--- src/rtl/mips_pkg.sv ---
// mips_pkg: shared op/state encodings and helpers for the mul/div unit
package mips_pkg;
  typedef enum logic [1:0] {
    MD_MULTU = 2'b00,
    MD_MULT  = 2'b01,
    MD_DIVU  = 2'b10,
    MD_DIV   = 2'b11
  } md_op_e;
  typedef enum logic [1:0] {
    IDLE = 2'b00,
    CALC = 2'b01,
    FIX  = 2'b10
  } md_state_e;
  localparam int MD_ITERS = 32;
  function automatic logic md_is_div(input logic [1:0] o);
    return o == MD_DIVU || o == MD_DIV;
  endfunction
  function automatic logic md_is_signed(input logic [1:0] o);
    return o == MD_MULT || o == MD_DIV;
  endfunction
endpackage

--- src/rtl/md_sign_fix.sv ---
// md_sign_fix: operand magnitudes on entry and result sign correction on exit
module md_sign_fix #(
  parameter int WIDTH = 32
) (
  input  logic               sgn,
  input  logic [WIDTH-1:0]   a,
  input  logic [WIDTH-1:0]   b,
  output logic [WIDTH-1:0]   abs_a,
  output logic [WIDTH-1:0]   abs_b,
  input  logic               neg_p,
  input  logic               neg_q,
  input  logic               neg_r,
  input  logic [2*WIDTH-1:0] acc,
  output logic [2*WIDTH-1:0] prod,
  output logic [WIDTH-1:0]   quo,
  output logic [WIDTH-1:0]   rem
);
  always_comb begin
    abs_a = sgn && a[WIDTH-1] ? -a : a;
    abs_b = sgn && b[WIDTH-1] ? -b : b;
    prod  = neg_p ? -acc : acc;
    quo   = neg_q ? -acc[WIDTH-1:0] : acc[WIDTH-1:0];
    rem   = neg_r ? -acc[2*WIDTH-1:WIDTH] : acc[2*WIDTH-1:WIDTH];
  end
endmodule

--- src/rtl/mul_div_unit.sv ---
// mul_div_unit: iterative MULT/MULTU/DIV/DIVU owning the HI/LO register pair
module mul_div_unit
  import mips_pkg::*;
#(
  parameter int WIDTH = 32
) (
  input  logic             clk,
  input  logic             rst_n,
  input  logic             start,
  input  logic [1:0]       op,
  input  logic [WIDTH-1:0] a,
  input  logic [WIDTH-1:0] b,
  input  logic             wr_hi,
  input  logic             wr_lo,
  output logic             busy,
  output logic             done,
  output logic             div_by_zero,
  output logic [WIDTH-1:0] hi,
  output logic [WIDTH-1:0] lo
);
  localparam int CW = $clog2(MD_ITERS);
  md_state_e state, next;
  logic [CW-1:0] cnt;
  logic [2*WIDTH-1:0] acc, prod;
  logic [WIDTH-1:0] mc, abs_a, abs_b, quo, rem;
  logic [WIDTH:0] sum, diff;
  logic div_q, sa, sb, load, iter, fin;
  // a zero divisor keeps the all-ones quotient and recovers a as the remainder
  md_sign_fix #(.WIDTH(WIDTH)) u_fix (
    .sgn   (md_is_signed(op)),
    .a     (a),
    .b     (b),
    .abs_a (abs_a),
    .abs_b (abs_b),
    .neg_p (sa ^ sb),
    .neg_q ((sa ^ sb) && mc != '0),
    .neg_r (sa),
    .acc   (acc),
    .prod  (prod),
    .quo   (quo),
    .rem   (rem)
  );
  always_ff @(posedge clk or negedge rst_n)
    if (!rst_n) state <= IDLE;
    else state <= next;
  always_comb
    next = state == IDLE ? (start ? CALC : IDLE) :
           state == CALC ? (cnt == CW'(MD_ITERS - 1) ? FIX : CALC) : IDLE;
  always_comb begin
    load = state == IDLE && start;
    iter = state == CALC;
    fin  = state == FIX;
  end
  // multiply: acc = {partial, multiplier}; divide: acc = {remainder, dividend/quotient}
  always_comb begin
    sum  = {1'b0, acc[2*WIDTH-1:WIDTH]} + (acc[0] ? {1'b0, mc} : '0);
    diff = acc[2*WIDTH-1:WIDTH-1] - {1'b0, mc};
  end
  always_ff @(posedge clk or negedge rst_n)
    if (!rst_n) begin
      {busy, done, div_by_zero, div_q, sa, sb} <= '0;
      cnt <= '0;
      acc <= '0;
      mc  <= '0;
      hi  <= '0;
      lo  <= '0;
    end else begin
      busy <= next != IDLE;
      done <= fin;
      if (load) begin
        div_q       <= md_is_div(op);
        sa          <= md_is_signed(op) && a[WIDTH-1];
        sb          <= md_is_signed(op) && b[WIDTH-1];
        mc          <= md_is_div(op) ? abs_b : abs_a;
        acc         <= {{WIDTH{1'b0}}, md_is_div(op) ? abs_a : abs_b};
        cnt         <= '0;
        div_by_zero <= 1'b0;
      end
      if (iter) begin
        cnt <= cnt + 1'b1;
        acc <= div_q ? (diff[WIDTH] ? {acc[2*WIDTH-2:0], 1'b0}
                                    : {diff[WIDTH-1:0], acc[WIDTH-2:0], 1'b1})
                     : {sum, acc[WIDTH-1:1]};
      end
      if (fin) begin
        {hi, lo}    <= div_q ? {rem, quo} : prod;
        div_by_zero <= div_q && mc == '0;
      end
      if (state == IDLE && !start) begin
        if (wr_hi) hi <= a;
        if (wr_lo) lo <= a;
      end
    end
endmodule

--- config.mk ---
export PLATFORM = sky130hd
export DESIGN_NAME = mul_div_unit
export DESIGN_NICKNAME = d
export VERILOG_FILES = /design/src/rtl/mips_pkg.sv /design/src/rtl/md_sign_fix.sv /design/src/rtl/mul_div_unit.sv
export SDC_FILE = /design/constraint.sdc
export NUM_CORES = 1
export LEC_CHECK = 0
export ABC_CLOCK_PERIOD_IN_PS = 9050
export BUFFER_PORTS_ARGS = -buffer_cell sky130_fd_sc_hd__buf_4
export CORE_MARGIN = 3
export CORE_UTILIZATION = 47
export CTS_CLUSTER_DIAMETER = 40
export DETAILED_ROUTE_END_ITERATION = 8
export MAX_ROUTING_LAYER = met4
export PLACE_DENSITY = 0.75
export SYNTH_ARGS = -nofsm -noshare
export SYNTH_HDL_FRONTEND = slang
export SYNTH_HIERARCHICAL = 1
export SYNTH_SLANG_ARGS = --single-unit
--- constraint.sdc ---
create_clock -name clk -period 9.05 [get_ports clk]
set_input_delay 1.81 -clock clk [delete_from_list [all_inputs] [get_ports clk]]
set_output_delay 1.81 -clock clk [all_outputs]
set_load 0.01 [all_outputs]
After elaboration in Yosys (flattened, before gate mapping) --
Index checks and enable logic that the tools add are counted. Widths: inputs -> output; s select.
Word-level totals: flip-flop bits (word level) 173, latch bits 0, memory bits (writable) 0, ROM bits 0, output and inout bits 67, word-level logic and storage cells 69, memories kept 0
Cells by class: add/subtract/negate cells 8, multipliers 0, div/mod/pow operators 0, $lt $le $gt $ge 0, eq/ne operators 6, shift operators 0, muxes and demuxes 27, bitwise logic cells 1, reduce and logical (&&, ||, !) cells 15
Operator list (count):
- $mux 32 | 13
- $mux 64 | 6
- $neg 32->32 | 4
- $neg 64->64 | 1
- $add 32x32->33 | 1
- $sub 33x32->33 | 1
- $logic_not 32->1 | 1
- $reduce_bool 32->1 | 1
- $mux 5 | 2
- $eq 2x2->1 const B | 3
- $logic_and 1x1->1 | 6
- $mux 2 | 3
- $reduce_bool 2->1 | 3
- $add 5x1->5 const B | 1
- $eq 5x5->1 const B | 1
- $eq 2x1->1 const B | 2
- $mux 1 | 3
- $logic_not 2->1 | 1
- $logic_or 1x1->1 | 2
- $logic_not 1->1 | 1
- $xor 1x1->1 | 1

Depth between registers and ports, before layout --
depth after elaboration 7, mapped depth 14

Cells and area by module --
Netlist, hierarchy kept.
By module, submodules not included:
- mul_div_unit | times used 1, cells each 1548, area an instance 12942.4 sq um
- md_sign_fix | times used 1, cells each 609, area an instance 3945.0 sq um

Least setup slack after synthesis --
OpenSTA, ideal clock, no wires.
path kind input to register, start point input port a[6], end point register acc[27], library setup time 133 ps, data arrival time 3837 ps, setup slack 5079 ps, stages 9, path buffers 0, cell sequence or4_1 or4b_4 nor3_2 a21oi_1 xor2_1 mux2i_1 nand2_1 o211ai_1 o21ai_0
Between the ends: longest elaborated chain between the ends 5
RTL lines:
- start: declaration | RTL line mul_div_unit.sv:11 | input logic [WIDTH-1:0] a,
- $neg 32->32 | RTL line md_sign_fix.sv:19 | abs_a = sgn && a[WIDTH-1] ? -a : a;
- $mux 32 | RTL line md_sign_fix.sv:19
- via abs_a[27] | RTL line mul_div_unit.sv:25 | logic [WIDTH-1:0] mc, abs_a, abs_b, quo, rem;
- $mux 32 | RTL line mul_div_unit.sv:75 | acc <= {{WIDTH{1'b0}}, md_is_div(op) ? abs_a : abs_b};
- $mux 64 | RTL line mul_div_unit.sv:70 | if (load) begin
- $mux 64 | RTL line mul_div_unit.sv:79 | if (iter) begin
- end signal: assignment | RTL line mul_div_unit.sv:75
- end signal: assignment | RTL line mul_div_unit.sv:81 | acc <= div_q ? (diff[WIDTH] ? {acc[2*WIDTH-2:0], 1'b0}
- end: declaration | RTL line mul_div_unit.sv:24 | logic [2*WIDTH-1:0] acc, prod;
The timed path passes the listed nets, and every way through them passes these cells. The select of a mux whose other input is x is not followed. A chain may end at the register's enable or synchronous reset.

Final worst setup path --
start point input port a[6], end point register acc[29]
The elaborated chain is that of the path after synthesis.

==> qor.txt <==
Kind of critical path: in2reg
WL final: 52.23 mm
Multi-input gate area: 0.01178 mm²
Worst IR Drop VDD: 0.0002515 V
Avg Cell Area, Syn: 7.829 µm²
Setup crit end: acc[29]$_DFFE_PN0P_
Die height: 195.6 µm
CTS tree: built
I/O pins: 138
Worst Path Arrival: 4.55 ns
Initial antenna violation count: 0
Area leader, netlist: dfrtp_1
Peak Freq: 234.5 MHz
Reg-to-reg endpoint: acc[57]$_DFFE_PN0P_
EDFF count, synth: 0
Number of buffers added on ports: 137
Cell count after synthesis: 2,157
Worst slack, placed: 4.501 ns
R2r setup slk: 5.01 ns
Worst endpoint required time: 9.33 ns
Vias per cell: 6.116
Yosys top cell area share: 0.2564
Die area: 0.03824 mm²
Area delta synth->final: 10.22%
Syn nets: 2,300
Final Hold Vio Count: 0
WHS Path Cells: 2
Top post-synthesis cells by area: dfrtp_1 26%, mux2i_1 10%, xnor2_1 8.9%, o21ai_0 7.1%, nand2_1 6.0%
Routed Antenna Nets: 0
Largest net degree at the start of global routing: 76
Hold-fix buffers, CTS: 0
Remaining global-route overflow: 0
Crit path capture type: register
Synth top cells by count: 269 x nand2_1, 241 x o21ai_0, 173 x dfrtp_1, 171 x a21oi_1, 171 x xnor2_1
Total power: 7.920 mW
Synth async-reset ratio: 1.000
Mapped Area: 0.01689 mm²
Period utilization: 0.4711
Antenna cells: 0
Startpoint Class: primary input
CTS Sinks: 173
Clock transition at path regs: 0.06 ns
PostCTS Resize Cnt: 0
Slew HR: 0.2886
DIE WIDTH: 195.6 µm
GRT Total Usage: 0.2728
Setup Skew: 0.009432 ns
Max Cap Viol: 0
Flop and latch count out of synthesis: 173
Class of the worst hold path: reg2reg
Max-slew violation count: 0
H-tree levels: 4
Vias in the first global route: 15,328
Setup TNS: 0 ns
Worst Tran Pin Value: 1.067 ns
Status: completed
Sequential-to-total area share from yosys stat: 0.2564
Clock Latency Late Sink: 0.44 ns
GPL Wtd Cong: 0.9773
Global-route wire length before repair: 82.88 mm
Final setup viols: 0
FF+latch area: 0.004333 mm²
Max FO, Critical Path: 5
Nets: 2,330
R2R Path Start: acc[31]$_DFFE_PN0P_
Vias post-DR: 16,227
Post-CTS setup buffer count: 0
Tmin final: 4.264 ns
Pwr Density: 425.5 mW/mm²
Clk root buf: clkbuf_16
RSZ-0062 raised after global routing: no
Yosys warns: 6
Worst R2R Path Depth: 14
Dominant cell by count in the synthesized netlist: nand2_1
Fillers: 3,260
Post-route setup slack: 4.786 ns
Synth Flop Type: dfrtp_1
DR pass1 iterations: 6
Detailed-route wire length per cell: 19.69 µm
1st-iter DRT viols: 1,437
Site row count: 68
Initial core utilization: 0.4829
Area of the core: 0.03497 mm²
CTS buffer count: 17
Post-DP HPWL: 39.06 mm
Share of cells above drive strength 1: 0.1051
DRC errors left: 0
CP Launch Point: a[6]
Clock buffer depth: 2
Synth unique cells: 86
Pleak: 7.846 nW
## layer usage
metal	share of wire	vias up	global-route usage
li1	-	7699	-
met1	0.43	7737	0.3625
met2	0.47	663	0.4355
met3	0.068	128	0.02968
met4	0.034	0	0.09321
met5	0	-	-
## cell type report
type | count | share of cell area
clock inverters | 6 | 0.003361
well taps | 455 | 0.03058
flip-flops and latches | 173 | 0.2328
clock buffers | 24 | 0.02588
repair buffers | 155 | 0.06271
inverters | 60 | 0.01210
multi-input cells | 1780 | 0.6326
## worst min path at each step
| stage | start | to | slack [ns] |
|---|---|---|---|
| global route | cnt[3]$_DFFE_PN0P_ | cnt[3]$_DFFE_PN0P_ | 0.54 |
| CTS | div_by_zero$_DFFE_PN0P_ | div_by_zero$_DFFE_PN0P_ | 0.50 |
| detailed placement | div_by_zero$_DFFE_PN0P_ | div_by_zero$_DFFE_PN0P_ | 0.49 |
| floorplan | cnt[3]$_DFFE_PN0P_ | cnt[3]$_DFFE_PN0P_ | 0.45 |
| finish | div_by_zero$_DFFE_PN0P_ | div_by_zero$_DFFE_PN0P_ | 0.50 |
| global placement | cnt[3]$_DFFE_PN0P_ | cnt[3]$_DFFE_PN0P_ | 0.47 |
## cell usage in the layout (no fill, tap or decap), types with 17 or more instances in the layout
cell	n
nand2b_1	19
xor2_1	64
nand2_1	268
a22oi_1	21
dfrtp_1	172
nand3_1	25
ha_1	70
nor2_1	163
o21ai_0	241
nor4_1	29
inv_1	60
mux2i_1	168
nor3_1	25
clkbuf_16	17
a21oi_1	171
xnor2_1	171
and2_1	41
o31ai_1	23
or3_1	23
buf_4	154
a21o_1	31
o211ai_1	40
## where the power goes
| group | total (mW) | internal (mW) | switching (mW) |
|---|---|---|---|
| logic | 5.39 | 2.38 | 3.00 |
| registers | 1.82 | 1.15 | 0.676 |
| clock network | 0.709 | 0.397 | 0.312 |
## state kept, by name, indices dropped and copies added (netlist names), 2 cells and up
signal,flops
cnt,5
state,2
mc,32
hi,32
lo,32
acc,64
## cells by family (layout without fill, tap and decap cells)
kind of cell | after synthesis | count (layout) | share of synthesized area
and+or+nand+nor | 681 | 681 | 0.1922
AOI/OAI and AO/OA | 622 | 622 | 0.2250
xor gates and xnor gates | 237 | 237 | 0.1240
muxes | 168 | 168 | 0.09958
buffers and inverters | 204 | 245 | 0.04860
DFF | 173 | 173 | 0.2564
adders and majority gates | 72 | 72 | 0.05423
## worst max-delay path, cell delays in order
cell      delay (ns)
buf_4           0.13
or4_1           0.64
or4b_4          0.61
nor3_2          0.44
a21oi_1         0.17
xor2_1          0.18
mux2i_1         0.21
nand2_1         0.10
o211ai_1        0.14
o21ai_0         0.13
## stage by stage
stage,util,hold WS [ns],instances,instance area [µm²]
after global routing,0.5323,0.5439,2653,18610
after CTS,0.5323,0.5016,2653,18610
after floorplan,-,0.4501,2157,16890
after global placement,0.5167,0.4659,2623,18070
final,0.5323,0.5029,2653,18610
after detailed placement,0.5167,0.4867,2623,18070
Note: power is estimated with default switching activity, not from simulation.
